--- src/rtl/rob_recovery_ctrl_pkg.sv ---
// Shared types for ROB mispredict recovery: ROB id / PC types and the recovery FSM state.
package rob_recovery_ctrl_pkg;

  localparam int unsigned ROB_N_ENTRIES = 16;
  localparam int unsigned ROB_ID_WIDTH  = 4;
  localparam int unsigned PC_WIDTH      = 32;

  typedef logic [ROB_ID_WIDTH-1:0] rob_id_t;
  typedef logic [PC_WIDTH-1:0]     pc_t;

  typedef enum logic [1:0] {
    RCV_IDLE     = 2'd0,
    RCV_REDIRECT = 2'd1,
    RCV_DRAIN    = 2'd2
  } rcv_state_t;

endpackage

--- src/rtl/rob_age_cmp.sv ---
// Relative ROB age compare: a is older than or equal to b, measured from the current head.
module rob_age_cmp
  import rob_recovery_ctrl_pkg::*;
#(
  parameter int unsigned ID_WIDTH = ROB_ID_WIDTH
) (
  input  logic [ID_WIDTH-1:0] a_id,
  input  logic [ID_WIDTH-1:0] b_id,
  input  logic [ID_WIDTH-1:0] head_id,
  output logic                a_older_or_eq
);

  logic [ID_WIDTH-1:0] a_age;
  logic [ID_WIDTH-1:0] b_age;

  // Wrapping subtraction turns circular ROB ids into a linear distance from the head.
  always_comb begin
    a_age         = a_id - head_id;
    b_age         = b_id - head_id;
    a_older_or_eq = (a_age <= b_age);
  end

endmodule

--- src/rtl/rob_recovery_ctrl.sv ---
// Mispredict recovery sequencer: tracks the oldest mispredicted branch, then flushes,
// redirects fetch and holds dispatch until the pipeline drains.
module rob_recovery_ctrl
  import rob_recovery_ctrl_pkg::*;
#(
  parameter int unsigned ROB_N_ENTRIES = rob_recovery_ctrl_pkg::ROB_N_ENTRIES,
  parameter int unsigned ROB_ID_WIDTH  = rob_recovery_ctrl_pkg::ROB_ID_WIDTH,
  parameter int unsigned PC_WIDTH      = rob_recovery_ctrl_pkg::PC_WIDTH,
  parameter int unsigned DRAIN_CYCLES  = 2
) (
  input  logic                    clk,
  input  logic                    rst,
  input  logic                    head_valid,
  input  logic [ROB_ID_WIDTH-1:0] head_rob_id,
  input  logic [PC_WIDTH-1:0]     head_pc,
  input  logic                    head_reg_ready,
  input  logic                    head_br_mispredict,
  input  logic                    head_ld_mispredict,
  input  logic                    alu_wb_valid,
  input  logic [ROB_ID_WIDTH-1:0] alu_wb_rob_id,
  input  logic                    alu_wb_br_mispredict,
  input  logic [PC_WIDTH-1:0]     alu_wb_br_target,
  output logic                    flush,
  output logic                    redirect_valid,
  output logic [PC_WIDTH-1:0]     redirect_pc,
  input  logic                    redirect_ready,
  output logic                    dispatch_stall
);

  if (ROB_N_ENTRIES != (1 << ROB_ID_WIDTH)) begin : g_bad_depth
    $error("ROB_N_ENTRIES must equal 2**ROB_ID_WIDTH");
  end
  if (DRAIN_CYCLES < 1 || DRAIN_CYCLES > 15) begin : g_bad_drain
    $error("DRAIN_CYCLES must be in 1..15");
  end

  localparam logic [3:0] DrainInit = 4'(DRAIN_CYCLES - 1);

  rcv_state_t state_q, state_d;

  logic                    trk_valid_q;
  logic [ROB_ID_WIDTH-1:0] trk_id_q;
  logic [PC_WIDTH-1:0]     trk_target_q;
  logic [3:0]              drain_cnt_q;
  logic [PC_WIDTH-1:0]     redir_pc_q;
  logic                    flush_q;

  logic trigger;
  logic wb_older_or_eq;
  logic trk_load;

  rob_age_cmp #(
    .ID_WIDTH (ROB_ID_WIDTH)
  ) u_age_cmp (
    .a_id          (alu_wb_rob_id),
    .b_id          (trk_id_q),
    .head_id       (head_rob_id),
    .a_older_or_eq (wb_older_or_eq)
  );

  always_comb begin
    trigger  = (state_q == RCV_IDLE) & head_valid & head_reg_ready &
               (head_br_mispredict | head_ld_mispredict);
    // Writebacks outside IDLE belong to entries the flush is about to squash.
    trk_load = (state_q == RCV_IDLE) & alu_wb_valid & alu_wb_br_mispredict &
               (~trk_valid_q | wb_older_or_eq);
  end

  always_ff @(posedge clk) begin
    if (rst) begin
      state_q <= RCV_IDLE;
    end else begin
      state_q <= state_d;
    end
  end

  always_comb begin
    state_d = state_q;
    unique case (state_q)
      RCV_IDLE:     if (trigger) state_d = RCV_REDIRECT;
      RCV_REDIRECT: if (redirect_ready) state_d = RCV_DRAIN;
      RCV_DRAIN:    if (drain_cnt_q == 4'd0) state_d = RCV_IDLE;
      default:      state_d = RCV_IDLE;
    endcase
  end

  always_comb begin
    flush          = flush_q;
    redirect_valid = (state_q == RCV_REDIRECT);
    redirect_pc    = redir_pc_q;
    dispatch_stall = (state_q != RCV_IDLE) | trigger;
  end

  always_ff @(posedge clk) begin
    if (rst) begin
      trk_valid_q  <= 1'b0;
      trk_id_q     <= '0;
      trk_target_q <= '0;
      drain_cnt_q  <= 4'd0;
      redir_pc_q   <= '0;
      flush_q      <= 1'b0;
    end else begin
      flush_q <= trigger;
      if (trigger) begin
        // A load replays from its own PC, so it wins over any tracked branch target.
        redir_pc_q <= head_ld_mispredict ? head_pc : trk_target_q;
      end
      if (flush_q) begin
        trk_valid_q <= 1'b0;
      end else if (trk_load) begin
        trk_valid_q  <= 1'b1;
        trk_id_q     <= alu_wb_rob_id;
        trk_target_q <= alu_wb_br_target;
      end
      if ((state_q == RCV_REDIRECT) && redirect_ready) begin
        drain_cnt_q <= DrainInit;
      end else if ((state_q == RCV_DRAIN) && (drain_cnt_q != 4'd0)) begin
        drain_cnt_q <= drain_cnt_q - 4'd1;
      end
    end
  end

  // A branch reaching the head must be the one the tracker is holding.
  a_br_tracked : assert property (@(posedge clk) disable iff (rst)
    (trigger && head_br_mispredict && !head_ld_mispredict) |->
      (trk_valid_q && (trk_id_q == head_rob_id)));

endmodule

--- config.mk ---
export PLATFORM = sky130hd
export DESIGN_NAME = rob_recovery_ctrl
export DESIGN_NICKNAME = d
export VERILOG_FILES = /design/src/rtl/rob_recovery_ctrl_pkg.sv /design/src/rtl/rob_age_cmp.sv /design/src/rtl/rob_recovery_ctrl.sv
export SDC_FILE = /design/constraint.sdc
export NUM_CORES = 1
export LEC_CHECK = 0
export BUFFER_PORTS_ARGS = -buffer_cell sky130_fd_sc_hd__buf_2
export CAP_MARGIN = 40
export CORE_ASPECT_RATIO = 1.4
export CORE_MARGIN = 10
export CORE_UTILIZATION = 40
export CTS_CLUSTER_SIZE = 20
export DETAILED_ROUTE_END_ITERATION = 8
export GPL_ROUTABILITY_DRIVEN = 0
export PLACE_DENSITY = 0.65
export SETUP_SLACK_MARGIN = 0.1
export SYNTH_ARGS = -nofsm -noshare
export SYNTH_HDL_FRONTEND = slang
export SYNTH_SLANG_ARGS = --single-unit
--- constraint.sdc ---
create_clock -name clk -period 3.2 [get_ports clk]
set_clock_uncertainty 0.05 [all_clocks]
set_input_delay 0.16 -clock clk [delete_from_list [all_inputs] [get_ports clk]]
set_output_delay 0.16 -clock clk [all_outputs]
set_load 0.01 [all_outputs]
==> impl_metrics.json <==
{
  "clock-root-buffer": "clkbuf_16",
  "power_frac_seq_pct": 42.9,
  "via_count": 2859,
  "p_clk_share_pct": 37.9,
  "hp-class": "input pin to register",
  "routed_wirelength_microns": 9040,
  "met1Wirelength_microns": 3910,
  "ys.warnings.count": 0,
  "antenna_found_initial": 0,
  "start_util_pct": 41.2,
  "cts_buffer_depth": 2,
  "netlist.area_leader.share_pct": 40.9,
  "dpl.hpwl_microns": 6770,
  "dp_slack_ns": 0.478,
  "path_class": "register to register",
  "dr_wl_met3_microns": 794,
  "grt_usage_pct": 13.5,
  "drive_gt1_share_pct": 28.4,
  "setup_ws_ns": 0.528,
  "grt_pass1_vias": 2987,
  "netlist-cell-type-count": 27,
  "peakVddDrop_mv": 0.316,
  "fin_crit_sh_pct": 83.5,
  "worstPathArrival_ns": 2.88,
  "wl_met2_microns": 4220,
  "rows": 41,
  "die_w_microns": 102,
  "netSwitchingFraction_pct": 26.2,
  "area_delta_synth_final_pct": 24.0,
  "grt_pass1_wl_microns": 14600,
  "synthCells": 375,
  "powerDensity_nw_per_um2": 546,
  "buffer_ports.inserted": 115,
  "die_area_sq_um": 13600,
  "syn_area_sq_um": 3720,
  "synth_area_leader_cell": "dfxtp_1",
  "p_int_w": 0.00186,
  "fin_nets": 572,
  "end_kind": "register",
  "die_h_microns": 134,
  "critical_path_required_ns": 3.41,
  "crit_fanout": 36,
  "clock-sinks": 76,
  "synthArstFlopShare_pct": 0,
  "ctsHoldBuffers": 0,
  "post_cts_resize_count": 0,
  "final_max_slew_viol_count": 0,
  "tightest_slew_ns": 0.713,
  "antenna_cells": 0,
  "yosys_most_used_dff": "dfxtp_1",
  "routed_via_density": 4.85,
  "syn_nets": 469,
  "slew_headroom_pct": 52.5,
  "drt-pass1-iter-count": 4,
  "p_leak_nw": 2.18,
  "pin_count": 116,
  "switching_power_w": 0.000659,
  "cts_made_buffers": 9,
  "period_needed_ns": 2.67,
  "cts_tree": "yes",
  "final_hold_viol_count": 0,
  "post_drt_wl_per_cell_microns": 15.3,
  "synthTopCellsByArea": "dfxtp_1 41%, mux2i_1 18%, nand2b_1 13%, a211oi_1 7.3%, nor2_1 3.9%",
  "status": "finished, final reports clean",
  "ys_seq_elements": 76,
  "clk_latency_ns": 0.33,
  "setup_violations": 0,
  "drc_errors": 0,
  "crit_path_start_kind": "register",
  "synth_edf_count": 0,
  "grt_max_degree": 65,
  "h-tree-depth": 3,
  "synth-seq-area-share_pct": 40.9,
  "antenna_left": 0,
  "grt-ovfl-total": 0,
  "coreArea_sq_um": 9030,
  "cts_setup_buffers": 0,
  "worstRegToRegCells": 9,
  "max-cap-violations": 0,
  "path_clk_slew_ns": 0.05,
  "max_freq_mhz": 374,
  "min_path_cells": 3,
  "rsz0062_at_grt": "false",
  "drt_iter0_drc": 82,
  "syn_avg_cell_area_sq_um": 9.93,
  "setup-tns-final_ns": 0,
  "p_comb_share_pct": 19.3,
  "top_layer": "met4"
}
## final timing paths
check                  startpoint          endpoint  slack, ns
max                   trk_id_q[0]  trk_target_q[14]       0.53
min          alu_wb_br_target[21]  trk_target_q[21]       0.03
max reg2reg           trk_id_q[0]  trk_target_q[14]       0.53
min reg2reg           trk_valid_q       trk_valid_q       0.42
## power groups by stage
stage	Combinational [W]	Clock [W]	Sequential, W
final	0.000486	0.000954	0.00108
after global routing	0.000540	0.00102	0.00109
after CTS	0.000495	0.000976	0.00108
after detailed placement	0.000494	0	0.00110
after global placement	0.000481	0	0.00110
after floorplan	0.000360	0	0.00110
## flip-flops by register name, indices dropped and copies added, names as in the netlist
register      count
drain_cnt_q       4
flush             1
redirect_pc      32
state_q           2
trk_id_q          4
trk_target_q     32
trk_valid_q       1
## through the flow
| step | std cells | area, sq um | hold slack (ns) | power (W) | util (%) |
|---|---|---|---|---|---|
| global route | 590 | 4620 | 0.0232 | 0.00265 | 51.1 |
| finish | 590 | 4620 | 0.0276 | 0.00252 | 51.1 |
| detailed placement | 574 | 4330 | 0.377 | 0.00159 | 48.0 |
| CTS | 590 | 4620 | 0.0210 | 0.00255 | 51.1 |
| global placement | 574 | 4330 | 0.368 | 0.00158 | 48.0 |
| floorplan | 375 | 3720 | 0.251 | 0.00146 | - |
## critical path, stage by stage (launching register included)
cell      delay, ns
dfxtp_1        0.34
inv_1          0.05
ha_1           0.20
fa_1           0.45
ha_1           0.31
nor2b_1        0.14
o211ai_1       0.13
a21oi_4        0.13
buf_4          0.53
mux2i_1        0.26
## final cells by class
| class | instances | area (sq um) |
|---|---|---|
| flip-flops and latches | 76 | 1520 |
| multi-input cells | 260 | 2000 |
| well taps | 107 | 134 |
| clock inverters | 1 | 5.00 |
| inverters | 12 | 45.0 |
| fillers | 867 | 4410 |
| repair buffers | 119 | 631 |
| clock buffers | 15 | 278 |
## cells by family after synthesis
| kind of cell | share of synthesized area [%] |
|---|---|
| simple gates | 18.5 |
| compound gates | 9.85 |
| buf+inv | 5.65 |
| fa+ha+maj | 4.77 |
| mux | 18.3 |
| flops | 40.9 |
| xor+xnor | 2.12 |
## synth_stat cells, drive strengths merged, types with 4 or more instances
cell,count
nor2,39
clkbuf,14
ha,11
buf,13
a211oi,36
xnor2,5
dfxtp,76
inv,12
a21oi,7
nand2b,75
mux2i,68
xor2,4
## cells in the final DEF (no fill, tap or decap), drive strengths merged, types with 5 or more instances in the layout
| cell | n |
|---|---|
| a211oi | 36 |
| a21oi | 7 |
| buf | 119 |
| clkbuf | 15 |
| dfxtp | 76 |
| ha | 11 |
| inv | 12 |
| mux2i | 68 |
| nand2b | 75 |
| nor2 | 39 |
| xnor2 | 5 |
## per-layer routing
metal	global-route usage [%]	up-vias
li1	-	1485
met1	15.6	1287
met2	20.8	76
met3	6.84	11
met4	4.43	0
met5	0	-
Note: power is estimated with default switching activity, not from simulation.
